==> config.mk <==
export PLATFORM = sky130hd
export DESIGN_NAME = clock_period_meter
export DESIGN_NICKNAME = d
export VERILOG_FILES = /design/src/rtl/clock_period_meter.sv
export SDC_FILE = /design/constraint.sdc
export NUM_CORES = 1
export LEC_CHECK = 0
export CORE_AREA = 2 2 94 96
export DETAILED_ROUTE_END_ITERATION = 10
export DIE_AREA = 0 0 96 98
export DONT_BUFFER_PORTS = 1
export GPL_ROUTABILITY_DRIVEN = 0
export GPL_TIMING_DRIVEN = 0
export SLEW_MARGIN = 25
export SYNTH_ARGS = -nofsm -noshare
export SYNTH_HDL_FRONTEND = slang
export SYNTH_SLANG_ARGS = --single-unit
==> constraint.sdc <==
create_clock -name clk -period 3.1 [get_ports clk]
set_input_delay 0.62 -clock clk [delete_from_list [all_inputs] [get_ports clk]]
set_output_delay 0.62 -clock clk [all_outputs]
set_load 0.05 [all_outputs]
==> src/rtl/clock_period_meter.sv <==
`default_nettype none
// ============================================================================
//  Module      : clock_period_meter
//  Description : Measures the period and high time of a slow asynchronous
//                signal in clk cycles and flags when consecutive periods match.
//  Revision    : 1.0  initial release
// ============================================================================
module clock_period_meter #(
    parameter int CNT_W = 16
) (
    input  logic             clk,
    input  logic             reset,
    input  logic             sig_in,
    output logic [CNT_W-1:0] period,
    output logic [CNT_W-1:0] high_time,
    output logic             valid,
    output logic             locked,
    output logic             overflow
);

    localparam logic [CNT_W-1:0] C_CNT_MAX = {CNT_W{1'b1}};
    localparam logic [CNT_W-1:0] C_ONE     = {{(CNT_W-1){1'b0}}, 1'b1};

    typedef enum logic [1:0] {
        WAIT_LOW  = 2'd0,
        WAIT_RISE = 2'd1,
        MEASURE   = 2'd2
    } state_t;

    state_t           r_state;
    state_t           w_state_nxt;

    logic             r_sync1;
    logic             r_sync2;
    logic             r_prev;
    logic [1:0]       r_fill;

    logic [CNT_W-1:0] r_cnt;
    logic [CNT_W-1:0] r_hi_cap;
    logic [CNT_W-1:0] r_prev_period;
    logic [CNT_W-1:0] r_period;
    logic [CNT_W-1:0] r_high_time;
    logic             r_hi_seen;
    logic             r_prev_ok;
    logic             r_valid;
    logic             r_locked;
    logic             r_overflow;

    logic             w_rise;
    logic             w_fall;
    logic             w_primed;
    logic             w_start;
    logic             w_capture;
    logic             w_ovf;

    assign w_rise   =  r_sync2 & ~r_prev;
    assign w_fall   = ~r_sync2 &  r_prev;
    // Reset clears the synchronizer, so a zero in it right after reset is not
    // a real observation of sig_in; wait until real samples have filled it.
    assign w_primed = r_fill[1];

    // Synchronize sig_in and keep one cycle of history for edge detection
    always_ff @(posedge clk) begin
        if (reset) begin
            r_sync1 <= 1'b0;
            r_sync2 <= 1'b0;
            r_prev  <= 1'b0;
            r_fill  <= 2'b00;
        end else begin
            r_sync1 <= sig_in;
            r_sync2 <= r_sync1;
            r_prev  <= r_sync2;
            r_fill  <= {r_fill[0], 1'b1};
        end
    end

    // State register
    always_ff @(posedge clk) begin
        if (reset) begin
            r_state <= WAIT_LOW;
        end else begin
            r_state <= w_state_nxt;
        end
    end

    // Next-state decode and per-cycle measurement events
    always_comb begin
        w_state_nxt = r_state;
        w_start     = 1'b0;
        w_capture   = 1'b0;
        w_ovf       = 1'b0;
        case (r_state)
            WAIT_LOW: begin
                if (w_primed && !r_sync2) begin
                    w_state_nxt = WAIT_RISE;
                end
            end
            WAIT_RISE: begin
                if (w_rise) begin
                    w_start     = 1'b1;
                    w_state_nxt = MEASURE;
                end
            end
            MEASURE: begin
                if (w_rise) begin
                    w_capture = 1'b1;
                end else if (r_cnt == C_CNT_MAX) begin
                    w_ovf       = 1'b1;
                    w_state_nxt = WAIT_LOW;
                end
            end
            default: w_state_nxt = WAIT_LOW;
        endcase
    end

    // Interval counter, high-time capture, result registers and lock tracking
    always_ff @(posedge clk) begin
        if (reset) begin
            r_cnt         <= '0;
            r_hi_cap      <= '0;
            r_hi_seen     <= 1'b0;
            r_prev_period <= '0;
            r_prev_ok     <= 1'b0;
            r_period      <= '0;
            r_high_time   <= '0;
            r_valid       <= 1'b0;
            r_locked      <= 1'b0;
            r_overflow    <= 1'b0;
        end else begin
            r_valid <= 1'b0;
            if (w_start) begin
                r_cnt     <= C_ONE;
                r_hi_seen <= 1'b0;
            end else if (w_capture) begin
                r_period      <= r_cnt;
                r_high_time   <= r_hi_seen ? r_hi_cap : r_cnt;
                r_valid       <= 1'b1;
                r_locked      <= r_prev_ok && (r_cnt == r_prev_period);
                r_prev_period <= r_cnt;
                r_prev_ok     <= 1'b1;
                r_cnt         <= C_ONE;
                r_hi_seen     <= 1'b0;
            end else if (w_ovf) begin
                // Saturated with no rise: drop lock history, keep last results
                r_overflow <= 1'b1;
                r_locked   <= 1'b0;
                r_prev_ok  <= 1'b0;
            end else if (r_state == MEASURE) begin
                r_cnt <= r_cnt + C_ONE;
                if (w_fall && !r_hi_seen) begin
                    r_hi_cap  <= r_cnt;
                    r_hi_seen <= 1'b1;
                end
            end
        end
    end

    assign period    = r_period;
    assign high_time = r_high_time;
    assign valid     = r_valid;
    assign locked    = r_locked;
    assign overflow  = r_overflow;

endmodule
`default_nettype wire
==> results of run 1 <==
-- sequential cells by signal, indices dropped and copies added, names as in the netlist --
register and count:
high_time 16, locked 1, overflow 1, period 16, r_cnt 16, r_fill 2, r_hi_cap 16, r_hi_seen 1
r_prev 1, r_prev_ok 1, r_state 2, r_sync1 1, r_sync2 1, valid 1
-- cells by family after synthesis --
logic type               after synthesis  share of synthesized area
AND/OR/NAND/NOR                      133                      0.190
flip-flops                            76                      0.466
AO/OA/AOI/OAI                         57                      0.109
buffers and inverters                 36                     0.0514
multiplexers                          33                      0.101
XOR/XNOR                              29                     0.0778
adder cells (fa/ha/maj)                1                    0.00383
-- where the power goes --
group / internal (µW) / switching, µW / total, µW
combinational: 9.84 / 29.4 / 39.2
sequential: 980 / 5.74 / 986
clock: 561 / 374 / 936
total: 1550 / 409 / 1960
-- metal layers --
layer,track usage,share of wire,up-vias
met4,0.0571,0.015,0
met5,0,0,-
met1,0.229,0.47,1186
met3,0.0517,0.063,12
met2,0.263,0.46,59
li1,-,-,1266
-- Yosys cell counts (all sizes together), types with 4 or more instances --
master,number,share of area
mux2i,33,0.10
a211oi,17,0.039
nand2,40,0.046
o2111ai,4,0.011
and4,6,0.018
o21ai,7,0.011
nor2b,7,0.013
buf,15,0.027
o211ai,4,0.0092
inv,4,0.0046
dfxtp,76,0.47
nor4,4,0.0077
nand3,9,0.014
nand4,4,0.0077
xor2,27,0.072
clkbuf,17,0.020
nor2,52,0.060
a21oi,23,0.035
-- cell usage in the layout (no fill, tap or decap), types with 2 or more instances in the layout --
cell type and count:
dfxtp_1 76, nor2_1 52, nand2_1 40, mux2i_1 33
xor2_1 27, a21oi_1 23, clkbuf_1 18, a211oi_1 17
buf_2 11, clkbuf_8 10, nand3_1 9, nor2b_1 7
inv_1 4, nand4_1 4, nor4_1 4, o2111ai_1 4
o211ai_1 4, o21ai_0 4, o21ai_1 3, and4_4 3
and4_1 3, bufinv_16 3, nand2b_1 2, xnor2_1 2
or3_1 2, nor3_1 2, and2_1 2, buf_6 2
-- per-stage QoR --
step,instance area [µm²],util,setup slack (ns)
after floorplan,3260,-,1.15
after global placement,3400,0.401,0.998
after detailed placement,3400,0.401,0.976
after CTS,3650,0.431,0.966
after global routing,3650,0.431,0.738
final,3650,0.431,0.971
-- worst max-delay path: stages, from the launching register on --
cell and delay (ns):
dfxtp_1 0.33, clkbuf_1 0.37, nand3_1 0.18, nor4_1 0.66, o211ai_1 0.22, xor2_1 0.19
nor2_1 0.05
-- layout make-up --
| class | instances | area [µm²] | area share |
|---|---|---|---|
| inverters | 4 | 15.0 | 0.00412 |
| clock buffers | 11 | 141 | 0.0388 |
| plain buffers | 32 | 153 | 0.0419 |
| clock inverters | 5 | 108 | 0.0295 |
| well taps | 108 | 135 | 0.0370 |
| flip-flops and latches | 76 | 1520 | 0.417 |
| multi-input cells | 253 | 1570 | 0.432 |
-- path summary, 6_finish.rpt --
| kind | start | end | slack, ns | cells after the start |
|---|---|---|---|---|
| setup / recovery | r_cnt[0]$_SDFFE_PP0P_ | r_cnt[9]$_SDFFE_PP0P_ | 0.97 | 6 |
| hold / removal | reset | valid$_SDFF_PP0_ | 0.35 | 1 |
| setup reg to reg | r_cnt[0]$_SDFFE_PP0P_ | r_cnt[9]$_SDFFE_PP0P_ | 0.97 | 6 |
| hold reg to reg | r_sync1$_SDFF_PP0_ | r_sync2$_SDFF_PP0_ | 0.45 | 1 |
==> flow_metrics.py, run 1 <==
metrics = {
    "sta": {
        "post-route-period-util": 0.687,
        "finalHoldViolations": 0,
        "setup_viol": 0,
        "relSlewSlack": 0.478,
        "holdWs_ns": 0.352,
        "worst_slew_pin_slew_ns": 0.783,
        "rsz0062_at_grt": "no",
        "max_freq_mhz": 470,
        "post-route-min-period_ns": 2.13,
        "drv_slew": 0,
        "setup-tns-final_ns": 0,
        "fin_skew_ns": 0.0152,
    },
    "routing": {
        "ant_nets": 0,
        "viasPerCell": 5.16,
        "vias": 2523,
        "first_pass_iters": 4,
        "routed_wl_um": 7740,
        "wl_per_cell_um": 15.8,
        "drt_iter0_drc": 121,
        "route.detailed.drc": 0,
    },
    "setup_path": {
        "cp-start-kind": "register",
        "path_max_fanout": 9,
        "critical_path_class": "register to register",
        "cp.arrival_ns": 2.35,
        "endpoint_kind": "register",
        "required_ns": 3.32,
    },
    "outcome": {
        "status": "finished, final reports clean",
    },
    "synthesis": {
        "avgSynthCellArea_um2": 8.94,
        "synth_edf_count": 0,
        "synth-main-ff-cell": "dfxtp_1",
        "synthesis.nets": 369,
        "synth.distinct_cells": 34,
        "ys_seq_elements": 76,
        "synth_area_um2": 3260,
        "yosysWarnings": 0,
        "synthArstFlopShare": 0,
        "netlist_instances": 365,
        "seq_area_frac_synth": 0.466,
    },
    "global_route": {
        "grt_max_degree": 14,
        "grt.overflow.total": 0,
        "grt_pass1_vias": 2343,
        "grt_pass1_wl_um": 12200,
        "grt.total_usage": 0.172,
        "grt_antenna_before_repair": 0,
    },
    "layout": {
        "n_antenna_cell": 0,
        "finalNonFillerCells": 489,
        "finalNetCount": 380,
        "fill_cells": 821,
        "syn_to_final_growth_pct": 11.8,
        "drive_gt1_frac": 0.0892,
    },
    "cts": {
        "cts_root_buf": "clkbuf_8",
        "htreeDepth": 3,
        "clock_path_buffers": 2,
        "cts.sinks": 76,
        "cts_setup_buffers": 0,
        "numCtsBuffers": 9,
        "postCtsResizedCells": 0,
        "path_clk_slew_ns": 0.08,
        "cts_hold_buf": 0,
        "cts_tree": "done",
        "clk-insertion-delay-late_ns": 0.36,
    },
    "placed_design": {
        "place.port_buffers": 0,
        "placed_cells": 473,
        "dp_hpwl_um": 5440,
    },
    "floorplan": {
        "rows": 34,
        "io_pins": 38,
        "die_area_um2": 9410,
        "die_h_um": 98,
        "initial_core_util": 0.385,
        "die_w_um": 96,
        "core_um2": 8470,
    },
    "min_path": {
        "hold_path_class": "input pin to register",
    },
    "power_and_ir_drop": {
        "p_leak_uw": 0.00143,
        "power_density_nw_per_um2": 538,
        "power_uw": 1960,
        "ir_drop_uv": 203,
    },
    "run": {
        "maxCapViolCount": 0,
    },
}
(Power assumes the default switching activity.)
==> run 2: changes to the inputs <==
clock period = 1.95 ns   (was 3.1 ns; I/O delays follow)
==> flow_metrics.py, run 2 (same netlist as run 1, synthesis figures left out) <==
metrics = {
    "global_route": {
        "grt.total_usage": 0.175,
        "grt_pass1_wl_um": 12600,
        "grt.overflow.total": 0,
        "grt_pass1_vias": 2365,
        "grt_antenna_before_repair": 0,
        "grt_max_degree": 14,
    },
    "routing": {
        "drt_iter0_drc": 141,
        "wl_per_cell_um": 16.1,
        "vias": 2501,
        "route.detailed.drc": 0,
        "viasPerCell": 5.14,
        "first_pass_iters": 4,
        "ant_nets": 0,
        "routed_wl_um": 7840,
    },
    "layout": {
        "drive_gt1_frac": 0.127,
        "fill_cells": 811,
        "design_area_um2": 3720,
        "syn_to_final_growth_pct": 13.9,
        "seqCellArea_um2": 1530,
        "layout_common_cells": "71 x dfxtp_1, 52 x nor2_1, 39 x nand2_1, 32 x mux2i_1, 27 x xor2_1",
        "n_antenna_cell": 0,
        "finalNonFillerCells": 487,
        "multi_input_area_um2": 1610,
        "finalNetCount": 378,
        "final_common_cell": "dfxtp_1",
    },
    "outcome": {
        "status": "finished, final reports clean",
    },
    "cts": {
        "cts_root_buf": "clkbuf_8",
        "numCtsBuffers": 9,
        "htreeDepth": 3,
        "cts_tree": "done",
        "clock_path_buffers": 2,
        "clk-insertion-delay-late_ns": 0.35,
        "path_clk_slew_ns": 0.09,
        "cts.sinks": 76,
    },
    "setup_path": {
        "cp.arrival_ns": 2.14,
        "path_max_fanout": 5,
        "crit_buf_inv": 1,
        "required_ns": 2.17,
        "slowest_stage": "or4_4",
        "critical_path_class": "register to register",
        "endpoint_kind": "register",
        "reg2reg_slack_ns": 0.03,
        "cpLargestDelayFamily": "simple AND/OR/NAND/NOR gates",
        "slowest_delay_ns": 0.54,
        "cp_cell_sequence": "ha_4, and4_1, and4_4, or4_4, clkbuf_16, mux2i_1, nor2_1",
        "cp-start-kind": "register",
    },
    "placed_design": {
        "place.port_buffers": 0,
        "dp_hpwl_um": 5430,
        "placed_area_um2": 3400,
        "placed_cells": 473,
        "pre_cts_slack_ns": -0.185,
    },
    "power_and_ir_drop": {
        "ir_drop_uv": 402,
        "power_density_nw_per_um2": 827,
        "p_leak_uw": 0.00145,
    },
    "sta": {
        "finalHoldViolations": 0,
        "setup-tns-final_ns": 0,
        "max_freq_mhz": 520,
        "setup_ws_ns": 0.0267,
        "worst_slew_pin_slew_ns": 0.752,
        "setup_viol": 0,
        "post-route-min-period_ns": 1.92,
        "relSlewSlack": 0.499,
        "drv_slew": 0,
        "post-route-period-util": 0.986,
        "rsz0062_at_grt": "yes",
        "fin_skew_ns": 0.0147,
    },
    "floorplan": {
        "rows": 34,
        "die_area_um2": 9410,
        "core_um2": 8470,
        "io_pins": 38,
        "die_h_um": 98,
        "initial_core_util": 0.385,
        "die_w_um": 96,
    },
    "run": {
        "maxCapViolCount": 0,
    },
    "min_path": {
        "hold_path_class": "input pin to register",
    },
}
run 2: changes by cell type in the layout (fill, tap and decap cells not counted), moves of 3 or more:
cell / before / now
buf_2: 11 / 6
dfxtp_2: 0 / 5
clkbuf_1: 18 / 12
clkbuf_2: 0 / 5
buf_4: 1 / 4
dfxtp_1: 76 / 71
run 2: where the power goes:
group          switching (µW)  leakage (µW)  total, µW  internal, µW
registers                9.11      0.000616       1570          1560
logic                    47.2      0.000717       63.8          16.6
clock network             587      0.000120       1440           853
run 2: through the flow:
stage	total power [µW]	hold WS, ns	util
after floorplan	1650	0.414	-
after detailed placement	1670	0.429	0.402
final	3070	0.153	0.439
after global placement	1670	0.420	0.402
after CTS	3100	0.143	0.430
after global routing	3170	0.136	0.439
run 2: repair_timing:
item                       4_1_cts  5_1_grt
setup buffers                    1        3
cloned                           0        1
setup endpoints to repair       24       41
gates resized for setup          2       21
pin swaps                        1        3
hold buffers                     0        0
run 2: path summary, 6_finish.rpt:
kind                         startpoint                         to  depth (start not counted)
hold / removal                    reset           valid$_SDFF_PP0_                          1
hold reg to reg       r_fill[0]$_DFF_P_       r_fill[1]$_SDFF_PP0_                          1
setup reg to reg  r_cnt[0]$_SDFFE_PP0P_  r_hi_cap[15]$_SDFFE_PP0P_                          7
setup / recovery  r_cnt[0]$_SDFFE_PP0P_  r_hi_cap[15]$_SDFFE_PP0P_                          7
run 2: metal layers:
metal | wire length (µm) | part of all wire | vias up | GRT usage
li1 | - | - | 1261 | -
met5 | 0 | 0 | - | 0
met2 | 3660 | 0.47 | 61 | 0.266
met4 | 108 | 0.014 | 0 | 0.0527
met1 | 3560 | 0.45 | 1168 | 0.240
met3 | 508 | 0.065 | 11 | 0.0494
run 2: cell type report:
cell class              count  area share
plain buffers              25      0.0343
repair buffers              5      0.0158
multi-input cells         253       0.434
clock inverters             6      0.0303
well taps                 108      0.0364
clock buffers              10      0.0343
flip-flops and latches     76       0.411
inverters                   4     0.00404
==> run 3: changes to the inputs <==
HOLD_SLACK_MARGIN = 0.06   (was unset)
==> results of run 3 <==
No change in the layout: final DEF, timing and power equal those of run 2.
==> patch 1 (config.mk and constraints of run 3) <==
Re-encode `state_t` (3 states) as one-hot, 3 bits wide.
--- a/src/rtl/clock_period_meter.sv
+++ b/src/rtl/clock_period_meter.sv
@@ -22,8 +22,8 @@
     localparam logic [CNT_W-1:0] C_ONE     = {{(CNT_W-1){1'b0}}, 1'b1};
 
-    typedef enum logic [1:0] {
-        WAIT_LOW  = 2'd0,
-        WAIT_RISE = 2'd1,
-        MEASURE   = 2'd2
+    typedef enum logic [2:0] {
+        WAIT_LOW  = 3'b001,
+        WAIT_RISE = 3'b010,
+        MEASURE   = 3'b100
     } state_t;
 
Formal check against the unedited RTL: no difference found for any inputs over 10 cycles, from zero or initial values and one cycle with reset high; not proved beyond that.
==> patch 1 against run 3 <==
The flow now finishes with violations (setup timing); sequential cell count increased by 1; area after synthesis increased by 3.6%; final area increased by 7.0%; worst setup slack got worse by 0.26 ns; wire length increased by 6.9%; hold slack got worse by 0.017 ns; power increased by 2.7%; fmax decreased by 12%; largest cell class unchanged; largest power group unchanged.
==> patch 1: results (changes against run 3) <==
- Worst path max stage delay: 0.49 ns (was 0.54 ns)
- Status: finished, violations left (was complete, no violations)
- Dpl cell area: 3546 um2 (was 3401 um2)
- Area of the multi-input gates: 1719 um2 (was 1612 um2)
- Failing checks: setup timing
- Clkbuf count: 9 (was 10)
- Dpl hpwl: 5.676 mm (was 5.428 mm)
- Vias per Instance: 5.227 (was 5.136)
- Hold Path End: r_fill[0] (was valid)
- CTS max path bufs: 2 (unchanged)
- Post-Route WL: 8.378 mm (was 7.840 mm)
- Setup TNS: -3.746 ns (was 0 ns)
- Leak: 1.419 nW (was 1.453 nW)
- Count of final setup violators: 21 (was 0)
- Largest net degree at the start of global routing: 14 (unchanged)
- Synth Area in Compound Gates: 0.1040 (was 0.1093)
- Inverter count: 3 (was 4)
- Worst setup margin: -0.2286 ns (was 0.02665 ns)
- Setup crit start: r_state[0] (was r_cnt[0])
- Sequential share of the synthesized area: 0.4561 (was 0.4663)
- Synth Area per Inst: 8.917 um2 (was 8.940 um2)
- Iter 0 DRT Violations: 133 (was 141)
- Netlist cell types: 40 (was 34)
- Setup bufs post-CTS: 7 (was 1)
- Post-Synth XOR/XNOR Area: 0.07516 (was 0.07784)
- Routed wl met3: 491 um (was 508 um)
- WL met2: 3.828 mm (was 3.660 mm)
- Number of global-route vias before repair: 2,529 (was 2,365)
- Multi-input gate share of the layout cell area: 0.4325 (was 0.4337)
- Post-cts sizing count: 20 (was 2)
- # fillers: 806 (was 811)
- Seq_cells: 77 (was 76)
- Met3 Resource Use GR: 0.04707 (was 0.04938)
- Cell with the largest stage delay on the worst path: or4b_4 (was or4_4)
- Switching power: 0.6799 mW (was 0.6437 mW)
- Critical path endpoint: r_hi_cap[14] (was r_hi_cap[15])
- Nonclk buf count: 43 (was 30)
- DRT met1 WL: 3.767 mm (was 3.563 mm)
- Gr usage total: 0.1857 (was 0.1750)
- Worst-Margin Slew: 0.8053 ns (was 0.7516 ns)
- First-pass GRT wire length: 13.23 mm (was 12.55 mm)
- Layout cells sized above 1: 0.1766 (was 0.1266)
- Critical Path AT: 2.42 ns (was 2.14 ns)
- Routed length per instance: 16.43 um (was 16.10 um)
- Non-clock buffer share: 0.07932 (was 0.05017)
- Syn Nets: 383 (was 369)
- Multi-input gate count: 264 (was 253)
- Clock network area share: 0.05918 (was 0.06465)
- Seq/total area: 0.3922 (was 0.4111)
- Worst hold slack: 0.1365 ns (was 0.1533 ns)
- Met2 Use GR: 0.2788 (was 0.2660)
- Cells after DPL: 487 (was 473)
## patch 1: cell count changes after synthesis, sizes merged, moves of 3 or more
| cell | run 3 | this run |
|---|---|---|
| xor2 | 27 | 18 |
| nand4 | 4 | 8 |
| nor3 | 2 | 8 |
| and4 | 6 | 1 |
| o2111ai | 4 | 0 |
| o21ai | 7 | 3 |
| xnor2 | 2 | 11 |
| nand2 | 40 | 43 |
| clkbuf | 17 | 20 |
## patch 1: power by group through the flow
stage / registers (mW) / logic [mW] / clock network (mW)
4_1_cts: 1.60 / 0.100 / 1.46
3_3_place_gp: 1.63 / 0.0933 / 0
3_5_place_dp: 1.63 / 0.0949 / 0
6_report: 1.60 / 0.110 / 1.45
2_1_floorplan: 1.63 / 0.0739 / 0
5_1_grt: 1.60 / 0.124 / 1.53
==> patch 2 (flow settings as in run 3) <==
Made on the original files. Set the parameter `CNT_W` to 12 (it was 16).
--- a/src/rtl/clock_period_meter.sv
+++ b/src/rtl/clock_period_meter.sv
@@ -7,5 +7,5 @@
 // ============================================================================
 module clock_period_meter #(
-    parameter int CNT_W = 16
+    parameter int CNT_W = 12
 ) (
     input  logic             clk,
Ports: changed (resized high_time and period); port bits go from 38 to 30. The function was not compared with the original's and may differ.
==> patch 2 against run 3 <==
Sequential power shrank 21%; final area shrank 19%; area after synthesis shrank 18%; fmax grew 5.3%; final cell count shrank 14%; worst setup slack gained 0.097 ns; power shrank 26%; global-route usage shrank 3.1 points; sequential cell count shrank 16; via count shrank 16%; sequential share of layout area shrank 1.2 points; synthesized cell count shrank 20%; wire length shrank 19%; combinational power shrank 13%; critical endpoint is now r_cnt[1]; highest routed layer unchanged.
==> patch 2: results (changes against run 3) <==
- Syn Nets: 296 (was 369)
- Largest net degree at the start of global routing: 11 (was 14)
- DRT met1 WL: 3.083 mm (was 3.563 mm)
- Netlist cell types: 41 (was 34)
- Dpl hpwl: 4.416 mm (was 5.428 mm)
- Met3 Resource Use GR: 0.05864 (was 0.04938)
- Synth top area cells: dfxtp_1 45%, mux2i_1 9.4%, nand2_1 7.2% (was dfxtp_1 47%, mux2i_1 10%, xor2_1 7.2%)
- Cells after DPL: 400 (was 473)
- Number of global-route vias before repair: 2,015 (was 2,365)
- Via count: 2,103 (was 2,501)
- Peak VDD IR: 0.3043 mV (was 0.4016 mV)
- Met1 Resource Use GR: 0.1920 (was 0.2400)
- CTS max path bufs: 2 (unchanged)
- Status: complete, no violations (unchanged)
- Gr usage total: 0.1442 (was 0.1750)
- Layout cells sized above 1: 0.1484 (was 0.1266)
- CP max FO: 10 (was 5)
- Iter 0 DRT Violations: 109 (was 141)
- Routed wl met3: 328 um (was 508 um)
- Non-filler cells, final: 418 (was 487)
- Routed length per instance: 15.15 um (was 16.10 um)
- # fillers: 860 (was 811)
- Sequential share of the synthesized area: 0.4488 (was 0.4663)
- Top cells by count, synth: 60 x dfxtp_1, 51 x nand2_1, 25 x mux2i_1 (was 76 x dfxtp_1, 52 x nor2_1, 40 x nand2_1)
- First-pass GRT wire length: 10.25 mm (was 12.55 mm)
- PwrDens: 752.9 nW/um2 (was 826.7 nW/um2)
- Clock-pin transition on the worst setup and hold timing paths: 0.07 ns (was 0.09 ns)
- Synth Area per Inst: 9.165 um2 (was 8.940 um2)
- Internal: 1.731 mW (was 2.428 mW)
- H-tree depth: 3 (unchanged)
- Combinational share of power: 0.025 (was 0.021)
- Final net count: 309 (was 378)
- Slew margin rel.: 0.5954 (was 0.4990)
- Met2 Use GR: 0.2169 (was 0.2660)
- Leak: 1.021 nW (was 1.453 nW)
- Power in the clock group: 0.973 mW (was 1.44 mW)
- Clk_skew: 0.006187 ns (was 0.01473 ns)
- DRT Pass-1 Iters: 4 (unchanged)
- WL met2: 2.858 mm (was 3.660 mm)
- Critical Path AT: 2.04 ns (was 2.14 ns)
-- patch 2: logic make-up after synthesis --
kind of cell	share of synthesized area
flops	0.4488
mux	0.09350
compound gates	0.1314
simple gates	0.2281
xor+xnor	0.04254
fa+ha+maj	0.004674
buf+inv	0.05096
-- patch 2: cell type report --
type / count / area share
clock inverter: 6 / 0.009959
tap: 108 / 0.04481
timing repair buffer: 2 / 0.004979
clock buffer: 10 / 0.04564
inverter: 2 / 0.002490
buffer: 25 / 0.04274
sequential: 60 / 0.3988
multi-input combinational: 205 / 0.4506
-- patch 2: final timing paths --
check,from,to,slack (ns),cells after the start
setup / recovery,r_cnt[11],r_cnt[1],0.12,5
hold / removal,reset,valid,0.14,1
setup reg to reg,r_cnt[11],r_cnt[1],0.12,5
hold reg to reg,r_sync1,r_sync2,0.43,1
-- patch 2: timing repair --
item                       4_1_cts  5_1_grt
gates resized for setup          2        4
setup endpoints to repair       21        9
setup buffers                    0        2
pin swaps                        2        1
-- patch 2: worst max-delay path: stages, from the launching register on --
cell	delay [ns]
dfxtp_1	0.52
nand4_4	0.20
o41ai_4	0.49
buf_4	0.24
mux2i_1	0.19
nor2_1	0.06
-- patch 2: stage by stage --
| stage | TNS (ns) | hold WS [ns] | setup WS, ns | instance area [um2] | utilization |
|---|---|---|---|---|---|
| after floorplan | 0 | 0.4138 | 0.1317 | 2676 | - |
| after global placement | -1.458 | 0.4219 | -0.1554 | 2811 | 0.3321 |
| after detailed placement | -1.855 | 0.4239 | -0.1817 | 2811 | 0.3321 |
| after CTS | 0 | 0.1273 | 0.03277 | 2983 | 0.3524 |
| after global routing | 0 | 0.1281 | 0.02253 | 3015 | 0.3562 |
| final | 0 | 0.1366 | 0.1233 | 3015 | 0.3562 |
